**src/rtl/reg_write_demux_4x16.sv**
```systemverilog
// ---------------------------------------------------------------------------
// reg_write_demux_4x16
//
// Purpose:
//   Write-side companion of the 4:1 16-bit register read mux. Byte-enabled
//   write requests tagged with a 2-bit register selector are queued in a
//   2-entry in-order buffer. At most one queued entry per cycle is committed
//   into one of four 16-bit registers. All four registers are exposed as a
//   packed 64-bit bus that feeds the read mux directly.
//
// Parameters:
//   RESET_VALUE        value loaded into every register on reset
//
// Ports:
//   clock              system clock, rising-edge active
//   reset_n            synchronous active-low reset
//   write_valid        write request present
//   write_ready        request can be accepted this cycle
//   write_selector     destination register index (0..3)
//   write_data         16-bit write data
//   write_byte_enable  bit0 -> [7:0], bit1 -> [15:8]
//   commit_hold        when 1, the queue head is not committed this cycle
//   packed_output      register k on [16k+15:16k]
//   pending_count      number of queued entries (0..2)
//   busy               pending_count != 0
// ---------------------------------------------------------------------------
module reg_write_demux_4x16 #(
  parameter logic [15:0] RESET_VALUE = 16'h0000
) (
  input  logic        clock,
  input  logic        reset_n,
  input  logic        write_valid,
  output logic        write_ready,
  input  logic [1:0]  write_selector,
  input  logic [15:0] write_data,
  input  logic [1:0]  write_byte_enable,
  input  logic        commit_hold,
  output logic [63:0] packed_output,
  output logic [1:0]  pending_count,
  output logic        busy
);

  // Apply a byte-enabled write to a 16-bit value; disabled lanes keep old bytes.
  function automatic logic [15:0] merge_lanes(
    input logic [15:0] old_value,
    input logic [15:0] new_value,
    input logic [1:0]  byte_enable
  );
    logic [15:0] result;
    result        = old_value;
    if (byte_enable[0]) begin
      result[7:0] = new_value[7:0];
    end else begin
      result[7:0] = old_value[7:0];
    end
    if (byte_enable[1]) begin
      result[15:8] = new_value[15:8];
    end else begin
      result[15:8] = old_value[15:8];
    end
    return result;
  endfunction

  // Register file
  logic [15:0] r_regs [4];

  // Queue storage: slot 0 is always the head, slot 1 the second entry.
  logic [1:0]  r_q_sel  [2];
  logic [15:0] r_q_data [2];
  logic [1:0]  r_q_be   [2];
  logic [1:0]  r_count;

  logic w_accept;
  logic w_commit;
  logic w_tail_is_one;

  // Handshake and queue control; ready looks only at the registered count.
  always_comb begin
    write_ready   = 1'b0;
    w_accept      = 1'b0;
    w_commit      = 1'b0;
    w_tail_is_one = 1'b0;
    if (reset_n && (r_count < 2'd2)) begin
      write_ready = 1'b1;
    end else begin
      write_ready = 1'b0;
    end
    w_accept = write_valid && write_ready;
    if ((r_count != 2'd0) && !commit_hold) begin
      w_commit = 1'b1;
    end else begin
      w_commit = 1'b0;
    end
    // New entry lands in slot 1 only if slot 0 stays occupied this cycle.
    // With one entry committing, the head slot is freed and reused.
    if ((r_count == 2'd1) && !w_commit) begin
      w_tail_is_one = 1'b1;
    end else begin
      w_tail_is_one = 1'b0;
    end
  end

  // Queue state, commit into the register file, and synchronous reset.
  always_ff @(posedge clock) begin
    if (!reset_n) begin
      r_count <= 2'd0;
      for (int i = 0; i < 4; i++) begin
        r_regs[i] <= RESET_VALUE;
      end
      for (int j = 0; j < 2; j++) begin
        r_q_sel[j]  <= 2'd0;
        r_q_data[j] <= 16'h0000;
        r_q_be[j]   <= 2'b00;
      end
    end else begin
      if (w_commit) begin
        r_regs[r_q_sel[0]] <= merge_lanes(r_regs[r_q_sel[0]], r_q_data[0], r_q_be[0]);
        // Shift the second entry forward; only meaningful when two were queued.
        if (r_count == 2'd2) begin
          r_q_sel[0]  <= r_q_sel[1];
          r_q_data[0] <= r_q_data[1];
          r_q_be[0]   <= r_q_be[1];
        end else begin
          r_q_sel[0]  <= r_q_sel[0];
          r_q_data[0] <= r_q_data[0];
          r_q_be[0]   <= r_q_be[0];
        end
      end else begin
        r_q_sel[0]  <= r_q_sel[0];
        r_q_data[0] <= r_q_data[0];
        r_q_be[0]   <= r_q_be[0];
      end

      // Accept is impossible at count 2, so it never races the shift above.
      if (w_accept) begin
        if (w_tail_is_one) begin
          r_q_sel[1]  <= write_selector;
          r_q_data[1] <= write_data;
          r_q_be[1]   <= write_byte_enable;
        end else begin
          r_q_sel[0]  <= write_selector;
          r_q_data[0] <= write_data;
          r_q_be[0]   <= write_byte_enable;
        end
      end else begin
        r_q_sel[1]  <= r_q_sel[1];
        r_q_data[1] <= r_q_data[1];
        r_q_be[1]   <= r_q_be[1];
      end

      case ({w_accept, w_commit})
        2'b10:   r_count <= r_count + 2'd1;
        2'b01:   r_count <= r_count - 2'd1;
        2'b11:   r_count <= r_count;
        2'b00:   r_count <= r_count;
        default: r_count <= r_count;
      endcase
    end
  end

  assign packed_output = {r_regs[3], r_regs[2], r_regs[1], r_regs[0]};
  assign pending_count = r_count;
  assign busy          = (r_count != 2'd0);

endmodule

```
**config.mk**
```make
export PLATFORM = sky130hd
export DESIGN_NAME = reg_write_demux_4x16
export DESIGN_NICKNAME = d
export VERILOG_FILES = /design/src/rtl/reg_write_demux_4x16.sv
export SDC_FILE = /design/constraint.sdc
export NUM_CORES = 1
export LEC_CHECK = 0
export ABC_CLOCK_PERIOD_IN_PS = 4600
export BUFFER_PORTS_ARGS = -buffer_cell sky130_fd_sc_hd__buf_2
export CAP_MARGIN = 20
export CORE_MARGIN = 2
export CORE_UTILIZATION = 45
export CTS_CLUSTER_SIZE = 12
export DETAILED_ROUTE_END_ITERATION = 8
export GPL_TIMING_DRIVEN = 0
export PLACE_DENSITY = 0.67
export SLEW_MARGIN = 20
export SYNTH_ARGS = -nofsm -noshare
export SYNTH_HDL_FRONTEND = slang
export SYNTH_SLANG_ARGS = --single-unit
```
**constraint.sdc**
```tcl
create_clock -name clock -period 4.6 [get_ports clock]
set_clock_uncertainty 0.2 [all_clocks]
set_input_delay 0.92 -clock clock [delete_from_list [all_inputs] [get_ports clock]]
set_output_delay 0.92 -clock clock [all_outputs]
set_load 0.05 [all_outputs]
```
==> flow_metrics.tcl, run 1 <==
set metrics [dict create \
    die_area_um2 10600 \
    grt_pass1_wl_mm 12.6 \
    r2r_start "pending_count[1]$_SDFFE_PN0N_" \
    avgViaCountPerCell 4.64 \
    ir_drop_v 0.000149 \
    cp_num_buf_inv 4 \
    instances_no_fill 550 \
    ys_seq_area_share_pct 71.8 \
    rsz0062_at_grt "no" \
    core_area_um2 9640 \
    hold_ws_ps 403 \
    postRouteAntennaNets 0 \
    maxCapViolCount 0 \
    avgRoutedWirePerCell_um 14.8 \
    place.gp.congestion 0.759 \
    drt_iter0_markers 127 \
    drive_gt1_share_pct 27.6 \
    placed_cells 535 \
    rr_worst_depth 7 \
    hold_path_end "r_regs[2][15]$_SDFFCE_PN0P_" \
    vias 2550 \
    synth-warning-count 0 \
    finalSetupTns_ps 0 \
    clock_sinks 106 \
    worst_slack_ps 1410 \
    grt_pass1_vias 2483 \
    row_count 36 \
    avgSynthCellArea_um2 14.2 \
    relSlewSlack_pct 39.4 \
    gr-usage-all-layers_pct 16.1 \
    path_cells "buf_2, buf_2, clkbuf_1, nor2b_1, buf_2" \
    dr.pass1.iters 4 \
    crit_slowest_cell "clkbuf_1" \
    postSynthCellCount 310 \
    io_buffer_count 91 \
    yosys_register_bits 106 \
    setup_viol 0 \
    tightest_slew_ps 906 \
    crit_fanout 10 \
    holdPathStages 1 \
    clkLatencyLatePin_ps 360 \
    p_leak_nw 2.37 \
    finalHoldViolations 0 \
    worstHoldPathType "register to register" \
    status "complete, no violations" \
    wirelength_mm 8.16 \
    path_class "primary input to primary output" \
    grt_overflow 0 \
    syn_area_um2 4410 \
    grt_start_max_net_pins 21 \
    crit_top_cell "buf_2" \
    final_max_slew_viol_count 0 \
    io_pins 92 \
    power.density_nw_per_um2 454 \
    clk_pin_slew_worst_paths_ps 90 \
    arrival_ps 2070 \
    yosysTopAreaCell "edfxtp_1" \
    fill_cells 841 \
    start_kind "primary input" \
    htreeDepth 3 \
    syn-num-nets 338 \
    r2r_slack_ps 1740 \
    crit_required_ps 3480 \
    post-cts-setup-buffers 0 \
    slowest_delay_ps 350 \
    root_buffer "clkbuf_8" \
    cts_tree "done" \
    dieWidth_um 103 \
    path_delay_family "buffers and inverters" \
    numCtsBuffers 9 \
    die_h_um 103 \
    cts_resized 0 \
    clock.fmax_ghz 0.314 \
    synth_top_area_share_pct 70.9 \
    antenna_cells 0 \
    ys_types 25 \
    antenna_found_initial 0 \
    nNetsFinal 441 \
    clk_path_buf_depth 2 \
    drc_errors 0 \
    syn2layout_area_growth_pct 19.8 \
    min_period_ps 3190 \
    hp-start "r_q_data[0][15]$_DFFE_PP_" \
    r2r_end "r_q_data[0][5]$_DFFE_PP_" \
    dp_hpwl_mm 5.97 \
    fin_crit_sh_pct 69.3 \
    initial_core_util_pct 45.7 \
    cts_hold_buf 0 \
    endpoint_kind "primary output" \
    dp_worst_setup_slack_ps 1350 \
    synthTopCellsByArea "edfxtp_1, and2_1, mux2i_1" \
]
## synthesized netlist by cell type (all sizes together)
cell type,number
mux2i,20
nor2,3
nand2b,6
and4,2
o21ai,3
o211a,1
and3,10
nand2,27
nor2b,1
clkbuf,9
nand3,2
nor4,1
xnor2,2
nand4,2
ha,4
dfxtp,2
and2,78
buf,6
nand3b,1
nor3,2
edfxtp,104
inv,24
## flip-flops by register name, summed over array words and instances, names as in the netlist
register	flops
r_q_be	4
pending_count	2
r_q_data	32
r_q_sel	4
r_regs	64
## worst max-delay path by stage
stage | end | slack (ps) | cells past startpoint | start
after floorplan | r_q_be[0][2]$_SDFFCE_PP0P_ | 1430 | 4 | pending_count[1]$_SDFFE_PN0N_
after global placement | r_q_data[0][22]$_SDFFCE_PP0P_ | 700 | 3 | commit_hold
after detailed placement | r_q_data[0][7]$_DFFE_PP_ | 1350 | 4 | reset_n
after CTS | write_ready | 1380 | 5 | reset_n
after global routing | write_ready | 1330 | 5 | reset_n
final | write_ready | 1410 | 5 | reset_n
## layout by cell type (no fill, tap or decap), drive strengths merged
master,count
and2,78
clkinv,3
nand3b,1
nand4,2
and3,10
nor3,2
nand3,2
and4,2
ha,4
o211a,1
clkbuf,18
nor2b,1
nor2,3
dfxtp,2
inv,24
nor4,1
nand2b,6
mux2i,20
edfxtp,104
o21ai,3
nand2,27
bufinv,3
xnor2,2
buf,98
## worst reg2reg max path, delay by kind of cell (launching register included)
kind | cells | cell delay, ps
AOI/OAI and AO/OA | 1 | 170
adders and majority gates | 1 | 340
buffers and inverters | 3 | 510
DFF | 1 | 360
and+or+nand+nor | 2 | 780
## metal layers
| layer | part of all wire (%) | GRT usage [%] | vias to the layer above |
|---|---|---|---|
| met5 | 0 | 0 | - |
| met4 | 1.7 | 7.09 | 0 |
| met3 | 4.7 | 3.53 | 10 |
| met2 | 46 | 24.4 | 64 |
| met1 | 47 | 22.6 | 1218 |
| li1 | - | - | 1258 |
## kinds of logic (layout without fill, tap and decap cells)
| kind of cell | Yosys count | in the layout | synth area share, % |
|---|---|---|---|
| compound gates | 4 | 4 | 0.568 |
| simple gates | 135 | 135 | 17.9 |
| mux | 20 | 20 | 4.54 |
| buf+inv | 39 | 146 | 3.66 |
| xor+xnor | 2 | 2 | 0.398 |
| fa+ha+maj | 4 | 4 | 1.14 |
| flops | 106 | 106 | 71.8 |
## through the flow
step | util (%) | power (mW) | cell area, µm²
floorplan | - | 1.62 | 4410
global placement | 52.2 | 1.75 | 5030
detailed placement | 52.3 | 1.77 | 5050
CTS | 54.7 | 2.41 | 5280
global route | 54.7 | 2.49 | 5280
finish | 54.7 | 2.40 | 5280
## area by class of cell
cell class / instances / area (µm²) / area share (%)
Buffer: 15 / 71.3 / 1.35
Timing Repair Buffer: 92 / 470 / 8.92
Tap cell: 133 / 166 / 3.15
Sequential cell: 106 / 3160 / 59.9
Clock buffer: 9 / 124 / 2.35
Multi-Input combinational cell: 165 / 1080 / 20.6
Inverter: 24 / 90.1 / 1.71
Clock inverter: 6 / 106 / 2.02
## power by group
group | internal, mW | total, mW | switching [mW]
Combinational | 0.137 | 0.474 | 0.337
Sequential | 1.19 | 1.26 | 0.0728
Clock | 0.356 | 0.659 | 0.303
No activity file was read; power rests on OpenSTA's default activity.
==> inputs of run 2 (changes only) <==
--- a/config.mk
+++ b/config.mk
@@ -5,7 +5,8 @@
 export SDC_FILE = /design/constraint.sdc
 export NUM_CORES = 1
 export LEC_CHECK = 0
-export ABC_CLOCK_PERIOD_IN_PS = 4600
+export ABC_AREA = 1
+export ABC_CLOCK_PERIOD_IN_PS = 2700
 export BUFFER_PORTS_ARGS = -buffer_cell sky130_fd_sc_hd__buf_2
 export CAP_MARGIN = 20
 export CORE_MARGIN = 2
@@ -13,7 +14,7 @@
 export CTS_CLUSTER_SIZE = 12
 export DETAILED_ROUTE_END_ITERATION = 8
 export GPL_TIMING_DRIVEN = 0
-export PLACE_DENSITY = 0.67
+export PLACE_DENSITY = 0.7
 export SLEW_MARGIN = 20
 export SYNTH_ARGS = -nofsm -noshare
 export SYNTH_HDL_FRONTEND = slang
==> constraint.sdc (replaced) <==
create_clock -name clock -period 2.7 [get_ports clock]
set_clock_uncertainty 0.2 [all_clocks]
set_input_delay 0.54 -clock clock [delete_from_list [all_inputs] [get_ports clock]]
set_output_delay 0.54 -clock clock [all_outputs]
set_load 0.05 [all_outputs]
==> flow_metrics.tcl, run 2 <==
set metrics [dict create \
    status "complete, no violations" \
    top_register "r_regs" \
    placed_cell_area_um2 4850 \
    min_period_ps 2390 \
    postSynthCellCount 345 \
    synth-compound-area-share_pct 1.83 \
    syn-num-nets 373 \
    arrival_ps 2230 \
    clk_path_buf_depth 2 \
    final_area_um2 5020 \
    yosysTopAreaCell "edfxtp_1" \
    synthTopCellsByArea "edfxtp_1, nand2_1, nor2_1" \
    synth-simple-area-share_pct 16.8 \
    crit_required_ps 2540 \
    finalSetupTns_ps 0 \
    crit_top_cell "nand2_1" \
    drc_errors 0 \
    crit_fanout 9 \
    post-synth-top-count-cell "nand2_1" \
    relSlewSlack_pct 34.2 \
    setup_viol 0 \
    wirelength_mm 7.75 \
    slowest_delay_ps 370 \
    grt_overflow 0 \
    worstHoldPathType "primary input to register" \
    path_class "register to register" \
    root_buffer "clkbuf_8" \
    syn2layout_area_growth_pct 18.4 \
    clkLatencyLatePin_ps 360 \
    antenna_cells 0 \
    die_h_um 101 \
    synth_xor_area_share_pct 0.206 \
    gr-usage-all-layers_pct 15.9 \
    largest_register_ff_count 64 \
    grt_pass1_vias 2515 \
    antenna_found_initial 0 \
    fin_crit_sh_pct 88.4 \
    cts_hold_buf 0 \
    synth_adder_area_share_pct 1.18 \
    io_pins 92 \
    syn_area_um2 4240 \
    grt_start_max_net_pins 21 \
    dieWidth_um 101 \
    synth-warning-count 0 \
    synth_common_cells "nand2_1, edfxtp_1, nor2_1, inv_1, buf_2" \
    cts_resized 0 \
    synth_top_area_share_pct 73.6 \
    final_cell_mix "nand2_1, edfxtp_1, buf_2" \
    crit_slowest_cell "dfxtp_2" \
    die_area_um2 10200 \
    postRouteAntennaNets 0 \
    cts_tree "done" \
    drt_iter0_markers 91 \
    tightest_slew_ps 987 \
    clk_pin_slew_worst_paths_ps 100 \
    vias 2641 \
    ir_drop_v 0.000286 \
    avgViaCountPerCell 4.69 \
    post-cts-setup-buffers 0 \
    io_buffer_count 91 \
    final_max_slew_viol_count 0 \
    cp_num_buf_inv 2 \
    power.density_nw_per_um2 767 \
    place.gp.congestion 0.754 \
    synthFlopType "edfxtp_1" \
    drive_gt1_share_pct 29.0 \
    maxCapViolCount 0 \
    synth_top_family_by_area "simple AND/OR/NAND/NOR gates" \
    avgRoutedWirePerCell_um 13.8 \
    nNetsFinal 475 \
    reg_top3 "r_regs (64), r_q_data (32)" \
    r2r_slack_ps 310 \
    avgSynthCellArea_um2 12.3 \
    initial_core_util_pct 46.1 \
    ys_seq_area_share_pct 74.5 \
    grt_pass1_wl_mm 12.3 \
    finalHoldViolations 0 \
    synth_mux_area_share_pct 0 \
    final_common_cell "nand2_1" \
    yosys_register_bits 106 \
    clock.fmax_ghz 0.419 \
    start_kind "register" \
    async_flop_share_pct 0 \
    synth_edf_count 104 \
    endpoint_kind "register" \
    p_leak_nw 2.35 \
    ys_types 21 \
    htreeDepth 3 \
    row_count 35 \
    clock_sinks 106 \
    path_cells "inv_1, ha_1, inv_2, nand2_1, o21bai_2, nand4_2, nand2_1" \
    path_delay_family "simple AND/OR/NAND/NOR gates" \
    rsz0062_at_grt "no" \
    dp_hpwl_mm 5.75 \
    dr.pass1.iters 4 \
    core_area_um2 9200 \
    numCtsBuffers 9 \
]
run 2: cell type report:
class / instances / area, µm²
plain buffers: 9 / 51.3
clock buffers: 10 / 128
clock inverters: 6 / 50.0
fillers: 828 / 4170
inverters: 48 / 180
multi-input cells: 182 / 856
flip-flops and latches: 106 / 3170
well taps: 111 / 139
repair buffers: 91 / 455
run 2: power by group:
part / internal, mW / leakage (nW) / switching, mW
combinational: 0.183 / 1.17 / 0.686
clock: 0.350 / 0.0908 / 0.546
sequential: 2.03 / 1.09 / 0.0602
total: 2.56 / 2.35 / 1.29
run 2: final timing paths:
kind,depth (start not counted),end,startpoint
max reg2reg,7,r_regs[2][13]$_SDFFCE_PN0P_,pending_count[1]$_SDFFE_PN0N_
min reg2reg,2,r_q_data[0][12]$_DFFE_PP_,r_q_data[0][28]$_SDFFCE_PP0P_
max,7,r_regs[2][13]$_SDFFCE_PN0P_,pending_count[1]$_SDFFE_PN0N_
min,3,r_q_data[0][17]$_SDFFCE_PP0P_,write_data[1]
run 2: stage by stage:
| stage | util (%) | hold WS, ps | cells | total power [mW] | setup WS (ps) |
|---|---|---|---|---|---|
| floorplan | - | 287 | 345 | 2.79 | 147 |
| global placement | 52.7 | 293 | 547 | 2.98 | 354 |
| detailed placement | 52.7 | 300 | 547 | 3.01 | 303 |
| CTS | 54.6 | 237 | 563 | 3.88 | 302 |
| global route | 54.6 | 241 | 563 | 4.02 | 106 |
| finish | 54.6 | 252 | 563 | 3.85 | 313 |
run 2: layer usage:
layer | track usage (%) | up-vias | part of all wire, %
met5 | 0 | - | 0
met4 | 6.55 | 0 | 1.6
met3 | 3.19 | 10 | 5.0
met2 | 25.9 | 81 | 49
met1 | 21.0 | 1228 | 44
li1 | - | 1322 | -
run 2: cells by family after synthesis:
family,after synthesis
xor gates and xnor gates,1
buffers and inverters,57
and+or+nand+nor,167
AOI/OAI and AO/OA,10
adders and majority gates,4
DFF,106
run 2: tightest hold or removal path, cell delays in order:
cell     delay [ps]
buf_2            90
nand2_1          40
inv_1            40
==> inputs of run 3 (changes only) <==
--- a/config.mk
+++ b/config.mk
@@ -5,7 +5,7 @@
 export SDC_FILE = /design/constraint.sdc
 export NUM_CORES = 1
 export LEC_CHECK = 0
-export ABC_AREA = 1
+export ABC_AREA = 0
 export ABC_CLOCK_PERIOD_IN_PS = 2700
 export BUFFER_PORTS_ARGS = -buffer_cell sky130_fd_sc_hd__buf_2
 export CAP_MARGIN = 20
@@ -14,7 +14,7 @@
 export CTS_CLUSTER_SIZE = 12
 export DETAILED_ROUTE_END_ITERATION = 8
 export GPL_TIMING_DRIVEN = 0
-export PLACE_DENSITY = 0.7
+export PLACE_DENSITY = 0.69
 export SLEW_MARGIN = 20
 export SYNTH_ARGS = -nofsm -noshare
 export SYNTH_HDL_FRONTEND = slang
==> constraint.sdc (replaced) <==
create_clock -name clock -period 2.7 [get_ports clock]
set_clock_uncertainty 0.2 [all_clocks]
set_input_delay 0.54 -clock clock [delete_from_list [all_inputs] [get_ports clock]]
set_output_delay 0.54 -clock clock [all_outputs]
set_load 0.1 [all_outputs]
==> flow_metrics.tcl, run 3 (same netlist as run 1, synthesis figures left out) <==
set metrics [dict create \
    status "complete, no violations" \
    dieWidth_um 103 \
    start_kind "primary input" \
    drive_gt1_share_pct 29.0 \
    setup_viol 0 \
    path_cells "buf_2, buf_2, clkbuf_2, nor2b_2, buf_2" \
    endpoint_kind "primary output" \
    clkLatencyLatePin_ps 360 \
    tightest_slew_ps 530 \
    crit_top_cell "buf_2" \
    crit_required_ps 1960 \
    path_class "primary input to primary output" \
    die_area_um2 10600 \
    dr.pass1.iters 4 \
    postRouteAntennaNets 0 \
    clock_sinks 106 \
    arrival_ps 1740 \
    syn2layout_area_growth_pct 19.4 \
    drt_iter0_markers 65 \
    cts_tree "done" \
    vias 2541 \
    row_count 36 \
    numCtsBuffers 9 \
    initial_core_util_pct 45.7 \
    finalHoldViolations 0 \
    clk_path_buf_depth 2 \
    root_buffer "clkbuf_8" \
    hold_ws_ps 268 \
    fill_cells 861 \
    power.density_nw_per_um2 814 \
    relSlewSlack_pct 64.6 \
    nNetsFinal 441 \
    ir_drop_v 0.000363 \
    slowest_delay_ps 420 \
    path_delay_family "buffers and inverters" \
    final_cell_mix "edfxtp_1, buf_2, and2_1" \
    top_register "r_regs" \
    grt_overflow 0 \
    grt_pass1_vias 2436 \
    io_pins 92 \
    crit_slowest_cell "buf_2" \
    io_buffer_count 91 \
    min_period_ps 2480 \
    clk_pin_slew_worst_paths_ps 90 \
    cp_num_buf_inv 4 \
    p_leak_nw 2.36 \
    gr-usage-all-layers_pct 15.4 \
    grt_pass1_wl_mm 12.0 \
    drc_errors 0 \
    final_max_slew_viol_count 0 \
    clock.fmax_ghz 0.404 \
    largest_register_ff_count 64 \
    power_mw 4.28 \
    worstHoldPathType "primary input to register" \
    grt_start_max_net_pins 21 \
    place.gp.congestion 0.737 \
    core_area_um2 9640 \
    avgViaCountPerCell 4.62 \
    htreeDepth 3 \
    maxCapViolCount 0 \
    final_common_cell "edfxtp_1" \
    wirelength_mm 7.81 \
    rsz0062_at_grt "no" \
    crit_fanout 10 \
    dp_hpwl_mm 5.79 \
    die_h_um 103 \
    antenna_cells 0 \
    reg_top3 "r_regs (64), r_q_data (32)" \
    avgRoutedWirePerCell_um 14.2 \
    post-cts-setup-buffers 0 \
    antenna_found_initial 0 \
    fin_crit_sh_pct 91.7 \
]
==> run 3: cell count changes in the layout (fill, tap and decap cells not counted), sizes merged, moves of 4 or more <==
| cell | before | now |
|---|---|---|
| a21oi | 4 | 0 |
| and2 | 0 | 78 |
| and3 | 0 | 10 |
| clkbuf | 12 | 19 |
| inv | 51 | 25 |
| mux2i | 0 | 20 |
| nand2 | 110 | 27 |
| nand2b | 0 | 6 |
| nand4 | 6 | 2 |
| nor2 | 51 | 3 |
==> run 3: worst paths after layout <==
check                                      from                             to  depth (start not counted)  slack [ps]
setup / recovery                        reset_n                    write_ready                          5         220
hold / removal                   write_data[15]  r_q_data[0][31]$_SDFFCE_PP0P_                          2         270
setup reg to reg  pending_count[1]$_SDFFE_PN0N_     r_regs[0][6]$_SDFFCE_PN0P_                          6         240
hold reg to reg       r_q_data[0][15]$_DFFE_PP_    r_regs[2][15]$_SDFFCE_PN0P_                          1         390
==> run 3: per-layer routing <==
metal	up-vias	share of wire (%)	global-route usage [%]
met1	1187	46	20.3
met2	77	47	23.8
met4	0	2.6	8.70
met3	16	4.3	3.12
met5	-	0	0
li1	1261	-	-
==> run 3: where the power goes <==
part,switching (mW),internal [mW]
Clock,0.513,0.518
Combinational,0.867,0.231
Sequential,0.124,2.03
==> run 3: cell type report <==
cell class	count	area (µm²)	area share [%]
Sequential cell	106	3170	60.2
Multi-Input combinational cell	165	1090	20.8
Timing Repair Buffer	92	467	8.87
Tap cell	133	166	3.16
Clock buffer	10	128	2.43
Inverter	24	90.1	1.71
Clock inverter	5	78.8	1.50
Buffer	15	72.6	1.38
==> run 3: repair_timing <==
action,CTS,global route
gates resized for setup,0,2
endpoints found under the hold margin,0,0
endpoints found under the setup margin,0,1
hold buffers,0,0
==> run 3: metrics by stage <==
stage                     area (µm²)  setup slack (ps)  util [%]  TNS (ps)  std cells
after global routing            5260              27.7      54.6         0        550
after detailed placement        5050              32.2      52.4         0        535
after floorplan                 4420              76.5         -         0        310
final                           5260               223      54.6         0        550
after CTS                       5260              22.0      54.6         0        550
after global placement          5040             -72.0      52.3     -1420        534
